File: src/rtl/mips_pkg.sv
// Shared MIPS pipeline definitions: ALU op codes, the hardwired-zero register
// number and the forwarding-source select type used by the operand muxes.
package mips_pkg;

  // ALU control codes as decoded in ID and consumed by the EX-stage ALU.
  localparam logic [3:0] ALU_AND = 4'b0000;
  localparam logic [3:0] ALU_OR  = 4'b0001;
  localparam logic [3:0] ALU_ADD = 4'b0010;
  localparam logic [3:0] ALU_SUB = 4'b0110;

  // Register $0 reads as zero and is never a forwarding target.
  localparam int unsigned REG_ZERO = 0;

  // Where an EX operand comes from.
  typedef enum logic [1:0] {
    FWD_REG = 2'd0,
    FWD_MEM = 2'd1,
    FWD_WB  = 2'd2
  } fwd_sel_t;

endpackage

File: src/rtl/forward_mux.sv
// Per-operand forwarding mux for the EX stage.
// Build option: FORWARDING_EN selects the EX/MEM and MEM/WB bypass paths;
// without it the registered register-file value passes straight through.
module forward_mux
  import mips_pkg::*;
#(
  parameter int unsigned DATA_W = 32,
  parameter int unsigned REG_AW = 5
) (
  input  logic [REG_AW-1:0] src,
  input  logic [DATA_W-1:0] reg_data,
  input  logic              mem_regWrite,
  input  logic [REG_AW-1:0] mem_writeReg,
  input  logic [DATA_W-1:0] mem_aluResult,
  input  logic              wb_regWrite,
  input  logic [REG_AW-1:0] wb_writeReg,
  input  logic [DATA_W-1:0] wb_writeData,
  output logic [DATA_W-1:0] data
);

`ifdef FORWARDING_EN
  fwd_sel_t sel;

  // Pick the youngest producer of src; EX/MEM is younger than MEM/WB so it wins.
  always_comb begin
    sel = FWD_REG;
    if (mem_regWrite && (mem_writeReg != REG_AW'(REG_ZERO)) && (mem_writeReg == src)) begin
      sel = FWD_MEM;
    end else if (wb_regWrite && (wb_writeReg != REG_AW'(REG_ZERO)) && (wb_writeReg == src)) begin
      sel = FWD_WB;
    end
  end

  // Operand data according to the selected source.
  always_comb begin
    data = reg_data;
    unique case (sel)
      FWD_MEM: data = mem_aluResult;
      FWD_WB:  data = wb_writeData;
      default: data = reg_data;
    endcase
  end
`else
  // No bypass: hazards are resolved by stalling in the parent stage.
  assign data = reg_data;

  logic unused_fwd;
  assign unused_fwd = ^{src, mem_regWrite, mem_writeReg, mem_aluResult,
                        wb_regWrite, wb_writeReg, wb_writeData};
`endif

endmodule

File: src/rtl/id_ex_stage.sv
// ID/EX pipeline register with operand selection for the ALU.
// Holds one decoded instruction, resolves RAW hazards by forwarding from
// EX/MEM and MEM/WB, and stalls IF/ID on load-use hazards.
// Build option: FORWARDING_EN enables the bypass muxes; without it every RAW
// hazard against EX or MEM stalls instead.
module id_ex_stage
  import mips_pkg::*;
#(
  parameter int unsigned DATA_W = 32,
  parameter int unsigned REG_AW = 5
) (
  input  logic              clk,
  input  logic              reset,
  input  logic              flush,
  input  logic              id_valid,
  input  logic [DATA_W-1:0] id_readData1,
  input  logic [DATA_W-1:0] id_readData2,
  input  logic [DATA_W-1:0] id_signExtImm,
  input  logic [REG_AW-1:0] id_rs,
  input  logic [REG_AW-1:0] id_rt,
  input  logic [REG_AW-1:0] id_rd,
  input  logic [3:0]        id_aluControl,
  input  logic [4:0]        id_shamt,
  input  logic              id_aluSrc,
  input  logic              id_regDst,
  input  logic              id_memRead,
  input  logic              id_memWrite,
  input  logic              id_regWrite,
  input  logic              id_memToReg,
  input  logic              mem_regWrite,
  input  logic [REG_AW-1:0] mem_writeReg,
  input  logic [DATA_W-1:0] mem_aluResult,
  input  logic              wb_regWrite,
  input  logic [REG_AW-1:0] wb_writeReg,
  input  logic [DATA_W-1:0] wb_writeData,
  output logic              stall,
  output logic              ex_valid,
  output logic [DATA_W-1:0] ex_input1,
  output logic [DATA_W-1:0] ex_input2,
  output logic [3:0]        ex_aluControl,
  output logic [4:0]        ex_shamt,
  output logic [REG_AW-1:0] ex_writeReg,
  output logic [DATA_W-1:0] ex_memWriteData,
  output logic              ex_memRead,
  output logic              ex_memWrite,
  output logic              ex_regWrite,
  output logic              ex_memToReg
);

  logic              valid_q;
  logic [REG_AW-1:0] rs_q;
  logic [REG_AW-1:0] rt_q;
  logic [REG_AW-1:0] wreg_q;
  logic [DATA_W-1:0] rdata1_q;
  logic [DATA_W-1:0] rdata2_q;
  logic [DATA_W-1:0] imm_q;
  logic [3:0]        aluctl_q;
  logic [4:0]        shamt_q;
  logic              alusrc_q;
  logic              memread_q;
  logic              memwrite_q;
  logic              regwrite_q;
  logic              memtoreg_q;

  logic              bubble;
  logic [REG_AW-1:0] id_wreg;
  logic [DATA_W-1:0] fwd_rs;
  logic [DATA_W-1:0] fwd_rt;
  logic              ex_hits_id;
  logic              load_use;
  logic              raw_stall;

  assign id_wreg = id_regDst ? id_rd : id_rt;
  assign bubble  = flush | stall;

  // Pipeline register: reset, then flush/stall bubble, then normal load.
  always_ff @(posedge clk) begin
    if (reset || bubble) begin
      valid_q    <= 1'b0;
      rs_q       <= '0;
      rt_q       <= '0;
      wreg_q     <= '0;
      rdata1_q   <= '0;
      rdata2_q   <= '0;
      imm_q      <= '0;
      aluctl_q   <= '0;
      shamt_q    <= '0;
      alusrc_q   <= 1'b0;
      memread_q  <= 1'b0;
      memwrite_q <= 1'b0;
      regwrite_q <= 1'b0;
      memtoreg_q <= 1'b0;
    end else begin
      valid_q    <= id_valid;
      rs_q       <= id_rs;
      rt_q       <= id_rt;
      wreg_q     <= id_wreg;
      rdata1_q   <= id_readData1;
      rdata2_q   <= id_readData2;
      imm_q      <= id_signExtImm;
      aluctl_q   <= id_aluControl;
      shamt_q    <= id_shamt;
      alusrc_q   <= id_aluSrc;
      // An empty ID slot must never carry side-effecting controls into EX.
      memread_q  <= id_memRead  & id_valid;
      memwrite_q <= id_memWrite & id_valid;
      regwrite_q <= id_regWrite & id_valid;
      memtoreg_q <= id_memToReg & id_valid;
    end
  end

  forward_mux #(
    .DATA_W (DATA_W),
    .REG_AW (REG_AW)
  ) u_fwd_rs (
    .src           (rs_q),
    .reg_data      (rdata1_q),
    .mem_regWrite  (mem_regWrite),
    .mem_writeReg  (mem_writeReg),
    .mem_aluResult (mem_aluResult),
    .wb_regWrite   (wb_regWrite),
    .wb_writeReg   (wb_writeReg),
    .wb_writeData  (wb_writeData),
    .data          (fwd_rs)
  );

  forward_mux #(
    .DATA_W (DATA_W),
    .REG_AW (REG_AW)
  ) u_fwd_rt (
    .src           (rt_q),
    .reg_data      (rdata2_q),
    .mem_regWrite  (mem_regWrite),
    .mem_writeReg  (mem_writeReg),
    .mem_aluResult (mem_aluResult),
    .wb_regWrite   (wb_regWrite),
    .wb_writeReg   (wb_writeReg),
    .wb_writeData  (wb_writeData),
    .data          (fwd_rt)
  );

  // Load-use detection: a load in EX whose destination ID is about to read.
  always_comb begin
    ex_hits_id = (wreg_q != REG_AW'(REG_ZERO)) && ((wreg_q == id_rs) || (wreg_q == id_rt));
    load_use   = valid_q & memread_q & ex_hits_id;
  end

`ifdef FORWARDING_EN
  assign raw_stall = 1'b0;
`else
  logic ex_raw;
  logic mem_raw;

  // Without bypass, any pending producer in EX or MEM blocks the ID reader.
  always_comb begin
    ex_raw    = valid_q & regwrite_q & ex_hits_id;
    mem_raw   = mem_regWrite && (mem_writeReg != REG_AW'(REG_ZERO)) &&
                ((mem_writeReg == id_rs) || (mem_writeReg == id_rt));
    raw_stall = ex_raw | mem_raw;
  end
`endif

  // Flush kills the ID instruction anyway, so it overrides any stall request.
  always_comb begin
    stall = ~flush & id_valid & (load_use | raw_stall);
  end

  // EX-facing outputs; controls gated by valid so bubbles are inert.
  always_comb begin
    ex_valid        = valid_q;
    ex_input1       = fwd_rs;
    ex_input2       = alusrc_q ? imm_q : fwd_rt;
    ex_memWriteData = fwd_rt;
    ex_aluControl   = aluctl_q;
    ex_shamt        = shamt_q;
    ex_writeReg     = wreg_q;
    ex_memRead      = memread_q  & valid_q;
    ex_memWrite     = memwrite_q & valid_q;
    ex_regWrite     = regwrite_q & valid_q;
    ex_memToReg     = memtoreg_q & valid_q;
  end

endmodule
File: config.mk
export PLATFORM = sky130hd
export DESIGN_NAME = id_ex_stage
export DESIGN_NICKNAME = d
export VERILOG_FILES = /design/src/rtl/mips_pkg.sv /design/src/rtl/forward_mux.sv /design/src/rtl/id_ex_stage.sv
export SDC_FILE = /design/constraint.sdc
export NUM_CORES = 1
export LEC_CHECK = 0
export BUFFER_PORTS_ARGS = -buffer_cell sky130_fd_sc_hd__buf_2
export CAP_MARGIN = 20
export CORE_AREA = 2 2 127 129
export CTS_BUF_LIST = sky130_fd_sc_hd__clkbuf_4 sky130_fd_sc_hd__clkbuf_8 sky130_fd_sc_hd__clkbuf_16
export DETAILED_ROUTE_END_ITERATION = 6
export DIE_AREA = 0 0 129 131
export PLACE_DENSITY_LB_ADDON = 0.05
export SETUP_SLACK_MARGIN = 0.2
export SLEW_MARGIN = 20
export SYNTH_ARGS = -nofsm -noshare
export SYNTH_HDL_FRONTEND = slang
export SYNTH_SLANG_ARGS = --single-unit
File: constraint.sdc
create_clock -name clk -period 1.35 [get_ports clk]
set_clock_uncertainty 0.05 [all_clocks]
set_input_delay 0.2025 -clock clk [delete_from_list [all_inputs] [get_ports clk]]
set_output_delay 0.2025 -clock clk [all_outputs]
set_load 0.005 [all_outputs]
======== Word-level counts from Yosys, hierarchy flattened ========
Cells that the tools add are included.
operators by class
  add/subtract/negate cells ............... 0
  multipliers ............................. 0
  divide/modulo/power cells ............... 0
  magnitude comparators ................... 0
  equality and inequality tests ........... 4
  shift operators ......................... 0
  muxes and demuxes ....................... 2
  bitwise operators ....................... 16
  reduce and logical (&&, ||, !) cells .... 8
operator list
  cell                 count
  two-way mux 32 bit   1
  equality test 5 bit  4
  AND 1 bit            12
  nonzero test 5 bit   2
  two-way mux 5 bit    1
  logical AND 1 bit    3
  logical OR 1 bit     3
  bitwise OR 1 bit     3
  inverter 1 bit       1
word-level totals
  flip-flop bits (word level) ............. 116
  bits in latches ......................... 0
  memory bits (writable) .................. 0
  bits in read-only memories .............. 0
  bits of input ports ..................... 206
  output and inout port bits .............. 116
  word-level logic and storage cells ...... 42
  memories ................................ 0

======== Depth between registers and ports, before layout ========
Gate-level depths: netlist of the first run.
  depth after elaboration ................. 9
  depth in mapped cells ................... 7

======== Cells and area by module ========
Synthesis of the first run repeated with hierarchy kept, for this count alone.
unflattened totals
  cells, all modules ...................... 420
  area, all modules ....................... 4695.8 µm²
by module, submodules not included
  module       times used  cells an instance  area an instance (µm²)  sequential area each (µm²)
  id_ex_stage  1           356                4215.3                  2522.4
  forward_mux  2           32                 240.2                   0.0

======== Least setup slack after synthesis of the first run ========
OpenSTA, ideal clock, no wires.
  path type ............................... register -> register
  start point ............................. register wreg_q[4], in the netlist ex_writeReg[4]
  end point ............................... register rdata1_q[0]
  data arrival time ....................... 1355 ps
  slack ................................... -171 ps
  stages on the path, launching flop included .. 8
  period minus slack after synthesis ...... 1521 ps
  cell sequence ........................... dfxtp_1 xnor2_1 nand3_1 o22ai_1 a32oi_2 buf_6 buf_8 and3_1
on the way
  word-level cells in the longest chain between the ends .. 9
  elaborated cells between the ends (all ways) .. 12
  classes of those cells .................. eq/ne (2); bitwise (6); reduce/logical (4)
ends and longest elaborated chain
  what                    RTL line            RTL
  start, declared         id_ex_stage.sv:53   logic [REG_AW-1:0] wreg_q;
  start signal, assigned  id_ex_stage.sv:97   wreg_q <= id_wreg;
  equality test 5 bit     id_ex_stage.sv:144  ex_hits_id = (wreg_q != REG_AW'(REG_ZERO)) && ((wreg_q == id_rs) || (wreg_q == id_rt));
  logical OR 1 bit        id_ex_stage.sv:144
  logical AND 1 bit (*)   id_ex_stage.sv:144
  AND 1 bit               id_ex_stage.sv:156  ex_raw = valid_q & regwrite_q & ex_hits_id;
  bitwise OR 1 bit        id_ex_stage.sv:159  raw_stall = ex_raw | mem_raw;
  bitwise OR 1 bit (*)    id_ex_stage.sv:165  stall = ~flush & id_valid & (load_use | raw_stall);
  AND 1 bit (*)           id_ex_stage.sv:165
  bitwise OR 1 bit (*)    id_ex_stage.sv:74   assign bubble = flush | stall;
  logical OR 1 bit (*)    id_ex_stage.sv:78   if (reset || bubble) begin
  end signal, assigned    id_ex_stage.sv:98   rdata1_q <= id_readData1;
  end, declared           id_ex_stage.sv:54   logic [DATA_W-1:0] rdata1_q;
Every way passes the cells marked *; elsewhere a longest branch is shown, timed or not.
A chain may end at the register's enable or synchronous reset.

======== Worst setup path in the final report of the first run ========
  start point ............................. register wreg_q[0], in the netlist ex_writeReg[0]
  end point ............................... output stall
on the way
  word-level cells in the longest chain between the ends .. 7
  elaborated cells between the ends (all ways) .. 10
  classes of those cells .................. eq/ne (2); bitwise (5); reduce/logical (3)
ends and longest elaborated chain
  what                   RTL line            RTL
  equality test 5 bit    id_ex_stage.sv:144
  logical OR 1 bit       id_ex_stage.sv:144
  logical AND 1 bit (*)  id_ex_stage.sv:144
  AND 1 bit              id_ex_stage.sv:156
  bitwise OR 1 bit       id_ex_stage.sv:159
  bitwise OR 1 bit (*)   id_ex_stage.sv:165
  AND 1 bit (*)          id_ex_stage.sv:165
  end, declared          id_ex_stage.sv:36   output logic stall,
Marked as above.

==> metrics.txt, run 1 <==
reg2reg start ex_writeReg[0]; first-pass GRT wire length 21.1 mm; area of the multi-input gates 1690 um2; H-tree depth 4; # Max-Cap Violations 0; Netlist cell types 22; Hold Path End ex_writeReg[2]; DR WL/cell 15.1 um; Max Clock Freq 0.540 GHz; Layout Utilization 51.8%; P_leak 0.00421 uW; initial antenna violation count 0; Residual DRC 0; setup ws final -0.502 ns; Routed WL between 10 and 15 mm; Antenna Cells 0; CP cell instances xnor2_2 > nand3_2 > o22ai_2 > a32oi_4 > buf_12 > inv_2 > buf_2; Clock Sinks approximately 120; row count 46; instance area at placement approximately 5600 um2; Initial DRC Count 131; synthesis-to-finish area growth 104%; gp weighted congestion 0.790; yosys warns 0; total grt overflow 0; violated checks negative setup slack; 1st-pass router iterations 4; WP data arrival around 1.6 ns; Max Buffers Root-to-Sink 2; Reg2Reg Depth 8; cell count after synthesis around 350; Core Footprint 15,600 um2; Hold Crit Depth 3; CP peak stage delay about 0.4 ns; Final #Nets 928; vias in the first global route 4,166; Worst setup SP type flip-flop; Skew-Pair Late Insertion Delay 0.41 ns; largest net degree at the start of global routing 49; syn nets ~550; DPL Wire Length 8.52 mm; Root Buffer clkbuf_16; vias post-DR approximately 4,000; number of CTS-inserted buffers 17; Die W 129 um; status finished with violations; Post-DRT Antenna Nets 0; Yosys reg bits 116; Syn Area/Cell between 10 and 15 um2; die height 131 um; FF/Latch Area 2350 um2; Worst-Margin Slew 0.270 ns; r2r setup slk -0.49 ns; HP Class input pin to flip-flop; Buf+Inv Stages, Crit Path 3; DR vias/cell between 4 and 5; critical path class flip-flop to output port; Layout Cells excl Fill 951; Final setup viols 149; unrepaired setup endpoints after global routing yes; final instance area about 8100 um2; layout cells sized above 1 51.3%; CP Max Fanout 4; Mapped Area 3960 um2; CP max-delay cell dfxtp_4; fillers roughly 1,300; GRT Total Usage about 17%; CTS tree yes; Slew headroom 82.0%; worst r2r dst rdata1_q[18]; IR Drop Worst-Case VDD 1060 uV; part of the Yosys area used for sequential elements 58.7%; clock slew at reported path FFs 0.05 ns; Placed Cells incl. Taps 793; delay-heaviest family, CP flip-flops; fin crit period ~1.9 ns; Final Hold Fails 0; worst path required time roughly 1.1 ns; HP Start id_rd[2]; Tcrit/Tclk final 137%; starting density of the core 25.4%; max-slew violation count 0; CP Capture Type output port; pwr dens 1220 nW/um2; die area 16,900 um2; I/O Pins 322; PortBufs 251
-- registers in the layout, indices dropped and copies added (netlist names) --
register	cells
regwrite_q	1
memwrite_q	1
memread_q	1
ex_writeReg	5
ex_shamt	5
ex_valid	1
memtoreg_q	1
rdata1_q	32
rdata2_q	32
alusrc_q	1
ex_aluControl	4
imm_q	32
-- area by class of cell --
class	count	area share (%)
timing repair buffer	386	38.3
sequential	116	29.1
multi-input combinational	199	20.9
clock buffer	24	6.30
tap	216	3.35
clock inverter	8	2.09
inverter	2	0.0929
-- power by group --
| group | switching, uW | leakage [uW] | internal [uW] | total, uW |
|---|---|---|---|---|
| clock | 1530 | 0.000337 | 3560 | 5080 |
| combinational | 388 | 0.00291 | 784 | 1170 |
| sequential | 60.5 | 0.000957 | 3560 | 3630 |
| total | 1970 | 0.00421 | 7910 | 9880 |
-- synth_stat cells --
cell type	number	area [um2]
buf_1	3	11.3
and3_2	7	52.6
buf_6	1	11.3
nand3_1	3	15.0
o22ai_1	2	12.5
and3_1	108	676
and2_1	5	31.3
a32oi_2	1	16.3
xnor2_1	20	175
nor3_1	2	10.0
dfxtp_1	116	2320
clkbuf_2	8	40.0
nand3_2	1	10.0
nand2b_1	1	6.26
a211oi_1	1	7.51
nor2_1	5	18.8
mux2_2	37	417
inv_1	2	7.51
clkbuf_1	13	48.8
o21ai_0	1	5.00
nand2_1	5	18.8
buf_8	3	45.0
-- placed cells by master, fill, tap and decap left out, drive strengths merged --
master | Yosys | final
o22ai | 2 | 2
nor2 | 5 | 5
mux2 | 37 | 37
nand3 | 4 | 4
nand2b | 1 | 1
nand2 | 5 | 5
xnor2 | 20 | 20
a211oi | 1 | 1
o21ai | 1 | 1
nor3 | 2 | 2
dfxtp | 116 | 116
clkinv | 0 | 3
inv | 2 | 2
a32oi | 1 | 1
bufinv | 0 | 5
and3 | 115 | 115
and2 | 5 | 5
buf | 7 | 272
clkbuf | 21 | 24
bufbuf | 0 | 4
dlygate4sd3 | 0 | 110
-- metrics by stage --
| step | hold slack [ns] | power [uW] | TNS, ns | setup WS (ns) |
|---|---|---|---|---|
| 3_5_place_dp | 0.378 | 4440 | -32.72 | -0.349 |
| 3_3_place_gp | 0.377 | 4440 | -32.21 | -0.358 |
| 4_1_cts | 0.0983 | 9960 | -60.75 | -0.531 |
| 6_report | 0.116 | 9880 | -56.92 | -0.502 |
| 2_1_floorplan | 0.298 | 4020 | -6.15 | -0.0913 |
| 5_1_grt | 0.116 | 10300 | -69.85 | -0.603 |
-- metal layers --
metal  GRT usage (%)  part of all wire (%)  vias up  wire length [um]
li1                -                     -     1952                 -
met1            17.9                    40     1861              5730
met2            29.7                    51      165              7370
met3            6.03                   7.2       19              1040
met4            7.10                   1.6        0               225
met5               0                     0        -                 0
-- timing repair --
| item | 4_1_cts | 5_1_grt |
|---|---|---|
| buffers inserted | 7 | 1 |
| pin swaps | 1 | 5 |
| gates cloned | 8 | 0 |
| resized for setup | 70 | 16 |
| endpoints found under the hold margin | 110 | 0 |
| hold buffers | 110 | 0 |
| endpoints found under the setup margin | 160 | 169 |
-- worst reg2reg max path, cell delays in order (launching register included) --
cell and delay (ns):
dfxtp_4 0.39, xnor2_2 0.12, nand3_2 0.11, o22ai_2 0.21, a32oi_4 0.08, buf_4 0.17
buf_6 0.14, bufbuf_16 0.29, and3_1 0.17
-- cell families (layout without fill, tap and decap cells) --
family	Yosys count	after routing	share of synthesized area, %
mux	37	37	10.5
flops	116	116	58.7
compound gates	5	5	1.04
simple gates	137	137	21.2
xor+xnor	20	20	4.43
buf+inv	30	420	4.14
-- worst max path at each step --
stage / from / endpoint / cells past startpoint
finish: ex_writeReg[0] / stall / 7
CTS: ex_writeReg[2] / stall / 7
global route: ex_writeReg[0] / stall / 7
global placement: id_rt[4] / stall / 8
floorplan: ex_writeReg[2] / rdata2_q[10] / 7
detailed placement: id_rt[3] / stall / 8
Note: power is estimated with default switching activity, not from simulation.
==> inputs of run 2 (changes only) <==
- RECOVER_POWER: not set -> 50
==> run 2 against run 1 <==
Effect of this change: the run still ends with negative setup slack left; critical path depth did not move; design area fell by 0.50%; via count barely moved; flip-flop and latch count did not move; utilization fell by 0.26 points; sequential power barely moved; worst setup slack got worse by 0.0012 ns; combinational power barely moved; final cell count did not move; non-clock buffer count did not move; register-to-register slack barely moved.
==> metrics.txt, run 2 (synthesized netlist as in run 1, its figures left out) <==
Final setup viols 149 (unchanged); Clk network pwr share 51.5% (about the same); Initial DRC Count 123 (-6.1%); WP data arrival 1.60 ns (about the same); fillers 1,362 (+1.3%); Reg power frac 36.7% (about the same); Routed WL 14.3 mm (-0.24%); gp weighted congestion 0.790 (unchanged); Clock Sinks 116 (unchanged); unrepaired setup endpoints after global routing yes; first-pass GRT wire length 21.1 mm (unchanged); largest net degree at the start of global routing 49 (unchanged); number of CTS-inserted buffers 17 (unchanged); Skew-Pair Late Insertion Delay 0.41 ns (about the same); Final #Nets 928 (unchanged); FF/Latch Area 2350 um2 (unchanged); Layout Cells excl Fill 951 (unchanged); row count 46 (unchanged); final instance area 8040 um2 (-0.50%); DR vias/cell 4.20 (about the same); Hold Crit Depth 3 (unchanged); Placed Cells incl. Taps 793 (unchanged); I/O Pins 322 (unchanged); HP Class input pin to flip-flop; CP peak stage delay 0.39 ns (about the same); CP Max Fanout 4 (unchanged); reg2reg start ex_writeReg[0]; Setup TNS -57.18 ns (-0.262 ns); IR Drop Worst-Case VDD 1060 uV (about the same); DR WL/cell 15.1 um (-0.24%); Worst-Margin Slew 0.270 ns (+0.000182 ns); r2r setup slk -0.49 ns (about the same); starting density of the core 25.4% (unchanged); sw frac 20.0% (+0.035 points); Tot Pwr 9870 uW (about the same); Max Buffers Root-to-Sink 2 (unchanged); CP max-delay cell dfxtp_4; Switch Pwr 1980 uW (about the same); Tcrit/Tclk final 137% (about the same); commonest non-fill, non-tap cell in the layout buf_2; H-tree depth 4 (unchanged); violated checks negative setup slack; P_int 7900 uW (-0.12%); GRT Total Usage 16.6% (unchanged); Root Buffer clkbuf_16; critical path class flip-flop to output port; max-slew violation count 0 (unchanged); total grt overflow 0 (unchanged); 1st-pass router iterations 4 (unchanged); Final Hold Fails 0 (unchanged); Post-DRT Antenna Nets 0 (unchanged); Hold Path End ex_writeReg[2]; Core Footprint 15,600 um2 (unchanged); worst r2r dst rdata1_q[18]; die height 131 um (unchanged); HP Start id_rd[2]; area of the multi-input gates 1690 um2 (unchanged); CTS tree yes; vias in the first global route 4,166 (unchanged); PortBufs 251 (unchanged); pwr dens 1230 nW/um2 (+0.42%); worst path required time 1.10 ns (about the same); # Max-Cap Violations 0 (unchanged); Slew headroom 82.0% (about the same); Residual DRC 0 (unchanged); instance area at placement 5560 um2 (unchanged); combinational power share 11.8% (about the same); biggest regs imm_q x32, rdata1_q x32, rdata2_q x32; die area 16,900 um2 (unchanged); DPL Wire Length 8.52 mm (unchanged); fin crit period 1.85 ns (+0.00122 ns); clock slew at reported path FFs 0.05 ns (about the same); status finished with violations; Max Clock Freq 0.540 GHz (about the same); Die W 129 um (unchanged); initial antenna violation count 0 (unchanged); layout cells sized above 1 46.9% (-4.4 points); Worst setup SP type flip-flop; CP cell instances xnor2_2 > nand3_2 > o22ai_2 > a32oi_4 > buf_12 > inv_2 > buf_2; CP Capture Type output port; synthesis-to-finish area growth 103%; setup ws final -0.503 ns (-0.00122 ns); Reg2Reg Depth 8 (unchanged); commonest non-fill, non-tap cells in the layout buf_2, dlygate4sd3_1, and3_1, dfxtp_1, buf_6; Antenna Cells 0 (unchanged); vias post-DR 3,995 (-0.050%); P_leak 0.00408 uW (-3.0%)
-- run 2: cell count changes in the layout (fill, tap and decap cells not counted), sizes merged --
cell	delta
buf	-32
clkbuf	+32
-- run 2: worst max-delay path: cells and delay by family, from the launching register on --
family          cells  cell delay (ns)
flops               1             0.39
compound gates      2             0.29
buf+inv             3             0.28
xor+xnor            1             0.12
simple gates        1             0.11
-- run 2: metrics by stage --
step	utilization, %	hold WS [ns]	setup WS [ns]
4_1_cts	51.1	0.0983	-0.531
6_report	51.5	0.116	-0.503
3_5_place_dp	35.6	0.378	-0.349
5_1_grt	51.5	0.116	-0.603
3_3_place_gp	35.6	0.377	-0.358
2_1_floorplan	-	0.298	-0.0913
-- run 2: area by class of cell --
| type | instances | share of cell area (%) |
|---|---|---|
| timing repair buffer | 386 | 37.9 |
| tap | 216 | 3.36 |
| clock inverter | 8 | 2.10 |
| inverter | 2 | 0.0934 |
| sequential | 116 | 29.2 |
| multi-input combinational | 199 | 21.0 |
| clock buffer | 24 | 6.33 |
-- run 2: timing repair --
action,in CTS,in global routing
buffers inserted,7,1
hold buffers,110,0
pin swaps,1,5
resized for setup,70,16
gates cloned,8,0
endpoints found under the hold margin,110,0
endpoints found under the setup margin,160,169
-- run 2: how the worst max path moves through the flow --
stage / end / slack, ns / depth (start not counted) / from
2_1_floorplan: rdata2_q[10] / -0.09 / 7 / ex_writeReg[2]
3_3_place_gp: stall / -0.36 / 8 / id_rt[4]
3_5_place_dp: stall / -0.35 / 8 / id_rt[3]
4_1_cts: stall / -0.53 / 7 / ex_writeReg[2]
5_1_grt: stall / -0.60 / 7 / ex_writeReg[0]
6_report: stall / -0.50 / 7 / ex_writeReg[0]
-- run 2: layer usage --
| layer | share of wire, % | global-route usage [%] | vias to the layer above |
|---|---|---|---|
| li1 | - | - | 1953 |
| met4 | 1.6 | 7.10 | 0 |
| met5 | 0 | 0 | - |
| met3 | 7.2 | 6.03 | 17 |
| met2 | 51 | 29.7 | 167 |
| met1 | 40 | 17.9 | 1858 |
-- run 2: power by group through the flow --
stage | logic (uW) | registers, uW | clock network [uW]
floorplan | 317 | 3700 | 0
global placement | 746 | 3690 | 0
detailed placement | 747 | 3690 | 0
CTS | 1150 | 3620 | 5190
global route | 1260 | 3640 | 5350
finish | 1160 | 3630 | 5090
==> inputs of run 3 (changes only) <==
- SYNTH_HIERARCHICAL: not set -> 1
==> run 3 against run 2 <==
Effect of this change: the flow still finishes with violations (negative setup slack); register-to-register slack lost 0.22 ns; synthesized cell count grew 16%; critical path depth grew 2; wire length shrank 5.0%; clock-buffer cell count is the same.
==> metrics.txt, run 3 <==
die area 16,900 um2 (unchanged); Residual DRC 0 (unchanged); vias in the first global route 3,842 (-7.8%); status finished with violations; unrepaired setup endpoints after global routing yes; area of the multi-input gates 1690 um2 (+0.30%); P_leak 0.00406 uW (-0.33%); H-tree depth 4 (unchanged); CP Capture Type flip-flop; total grt overflow 0 (unchanged); Tcrit/Tclk final 152% (+15 points); reg2reg start ex_writeReg[4]; Core Footprint 15,600 um2 (unchanged); Routed WL 13.6 mm (-5.0%); syn nets 606 (+10%); IR Drop Worst-Case VDD 730 uV (-31%); r2r setup slk -0.71 ns (-0.22 ns); gp weighted congestion 0.810 (+2.5%); initial antenna violation count 1 (+1); Post-DRT Antenna Nets 0 (unchanged); row count 46 (unchanged); largest net degree at the start of global routing 28 (-43%); crit path from ex_writeReg[4]; Initial DRC Count 41 (-67%); Worst-Margin Slew 0.394 ns (+0.124 ns); Root Buffer clkbuf_16; Mapped Area 4430 um2 (+12%); Skew-Pair Late Insertion Delay 0.40 ns (about the same); Final setup viols 153 (+2.7%); clock slew at reported path FFs 0.05 ns (about the same); PortBufs 251 (unchanged); Max Clock Freq 0.486 GHz (-9.9%); Slew headroom 73.7% (-8.3 points); fin crit period 2.06 ns (+0.204 ns); FF/Latch Area 2350 um2 (about the same); layout cells sized above 1 50.4% (+3.4 points); Reg2Reg Depth 9 (+1); setup ws final -0.707 ns (-0.204 ns); DR WL/cell 13.7 um (-9.0%); WP data arrival 2.36 ns (+0.76 ns); worst path required time 1.65 ns (+0.55 ns); CP peak stage delay 0.55 ns (+0.16 ns); number of CTS-inserted buffers 17 (unchanged); Max Buffers Root-to-Sink 2 (unchanged); yosys warns 6 (+6); CP cell instances or4_4 > o221ai_4 > or2_4 > o221a_4 > buf_12 > buf_8 > buf_12 > buf_16 > and2_1; Worst setup SP type flip-flop; critical path class flip-flop to flip-flop; DR vias/cell 3.91 (-6.9%); commonest non-fill, non-tap cells in the layout buf_2, dlygate4sd3_1, dfxtp_1; Tot Pwr 9590 uW (-2.9%); pwr dens 1120 nW/um2 (-9.1%); # Max-Cap Violations 0 (unchanged); die height 131 um (unchanged); CP max-delay cell or4_4; first-pass GRT wire length 19.8 mm (-5.8%); CP Max Fanout 9 (+5); Clock Sinks 116 (unchanged); fillers 1,392 (+2.2%); DPL Wire Length 8.05 mm (-5.6%); Critical Path Most Common Cell buf_12; starting density of the core 28.4% (+3.0 points); Syn Area/Cell 11.1 um2 (-3.4%); Final Hold Fails 0 (unchanged); Die W 129 um (unchanged); HP Start id_rd[3]; Place WS -0.641 ns (-0.293 ns); violated checks negative setup slack; Final #Nets 972 (+4.7%); Hold Crit Depth 3 (unchanged); vias post-DR 3,880 (-2.9%); commonest non-fill, non-tap cell in the layout buf_2; synthesis-to-finish area growth 93.7%; GRT Total Usage 15.9% (-0.74 points); CTS tree yes; cell count after synthesis 400 (+16%); HP Class input pin to flip-flop; Antenna Cells 0 (unchanged); 1st-pass router iterations 4 (unchanged); max-slew violation count 0 (unchanged); biggest regs imm_q x32, rdata1_q x32, rdata2_q x32; I/O Pins 322 (unchanged)
## run 3: metal layers
metal	up-vias	routed length (um)	track usage [%]
li1	1942	-	-
met1	1762	5540	18.0
met2	156	6780	27.1
met3	20	1040	5.74
met4	0	254	6.91
met5	-	0	0
## run 3: area by class of cell
type | count | area share (%)
clock inverters | 5 | 1.17
well taps | 216 | 3.15
clock buffers | 24 | 5.78
repair buffers | 429 | 42.7
inverters | 4 | 0.175
flip-flops and latches | 116 | 27.3
multi-input cells | 198 | 19.7
## run 3: where the power goes
group | internal [uW] | total, uW | switching (uW)
clock | 3090 | 4530 | 1450
sequential | 3570 | 3630 | 53.1
combinational | 971 | 1420 | 454
total | 7630 | 9590 | 1950
## run 3: final timing paths
| path | endpoint |
|---|---|
| worst min-delay path | ex_writeReg[3] |
| worst min register to register | ex_valid |
| worst max register to register | rdata1_q[26] |
| worst max-delay path | rdata1_q[26] |
## run 3: what timing repair did
item | in CTS | in global routing
resized for setup | 108 | 38
setup endpoints to repair | 160 | 169
setup buffers | 24 | 4
pin swaps | 3 | 0
hold buffers | 113 | 0
cloned | 17 | 0
hold endpoints to repair | 113 | 0
## run 3: stage by stage
| stage | TNS (ns) | instance area [um2] | instances | hold slack, ns | utilization, % |
|---|---|---|---|---|---|
| 6_report | -86.67 | 8590 | 992 | 0.0249 | 55.1 |
| 3_5_place_dp | -70.48 | 5590 | 805 | 0.355 | 35.8 |
| 2_1_floorplan | -48.81 | 4520 | 400 | 0.230 | - |
| 5_1_grt | -96.50 | 8590 | 992 | 0.0265 | 55.1 |
| 3_3_place_gp | -64.77 | 5590 | 805 | 0.353 | 35.8 |
| 4_1_cts | -89.73 | 8450 | 988 | 0.00633 | 54.2 |
## run 3: critical path, delay by kind of cell (launching register included)
| kind | cells | cell delay, ns |
|---|---|---|
| compound gates | 2 | 0.36 |
| buf+inv | 4 | 0.46 |
| flops | 1 | 0.31 |
| simple gates | 3 | 0.81 |
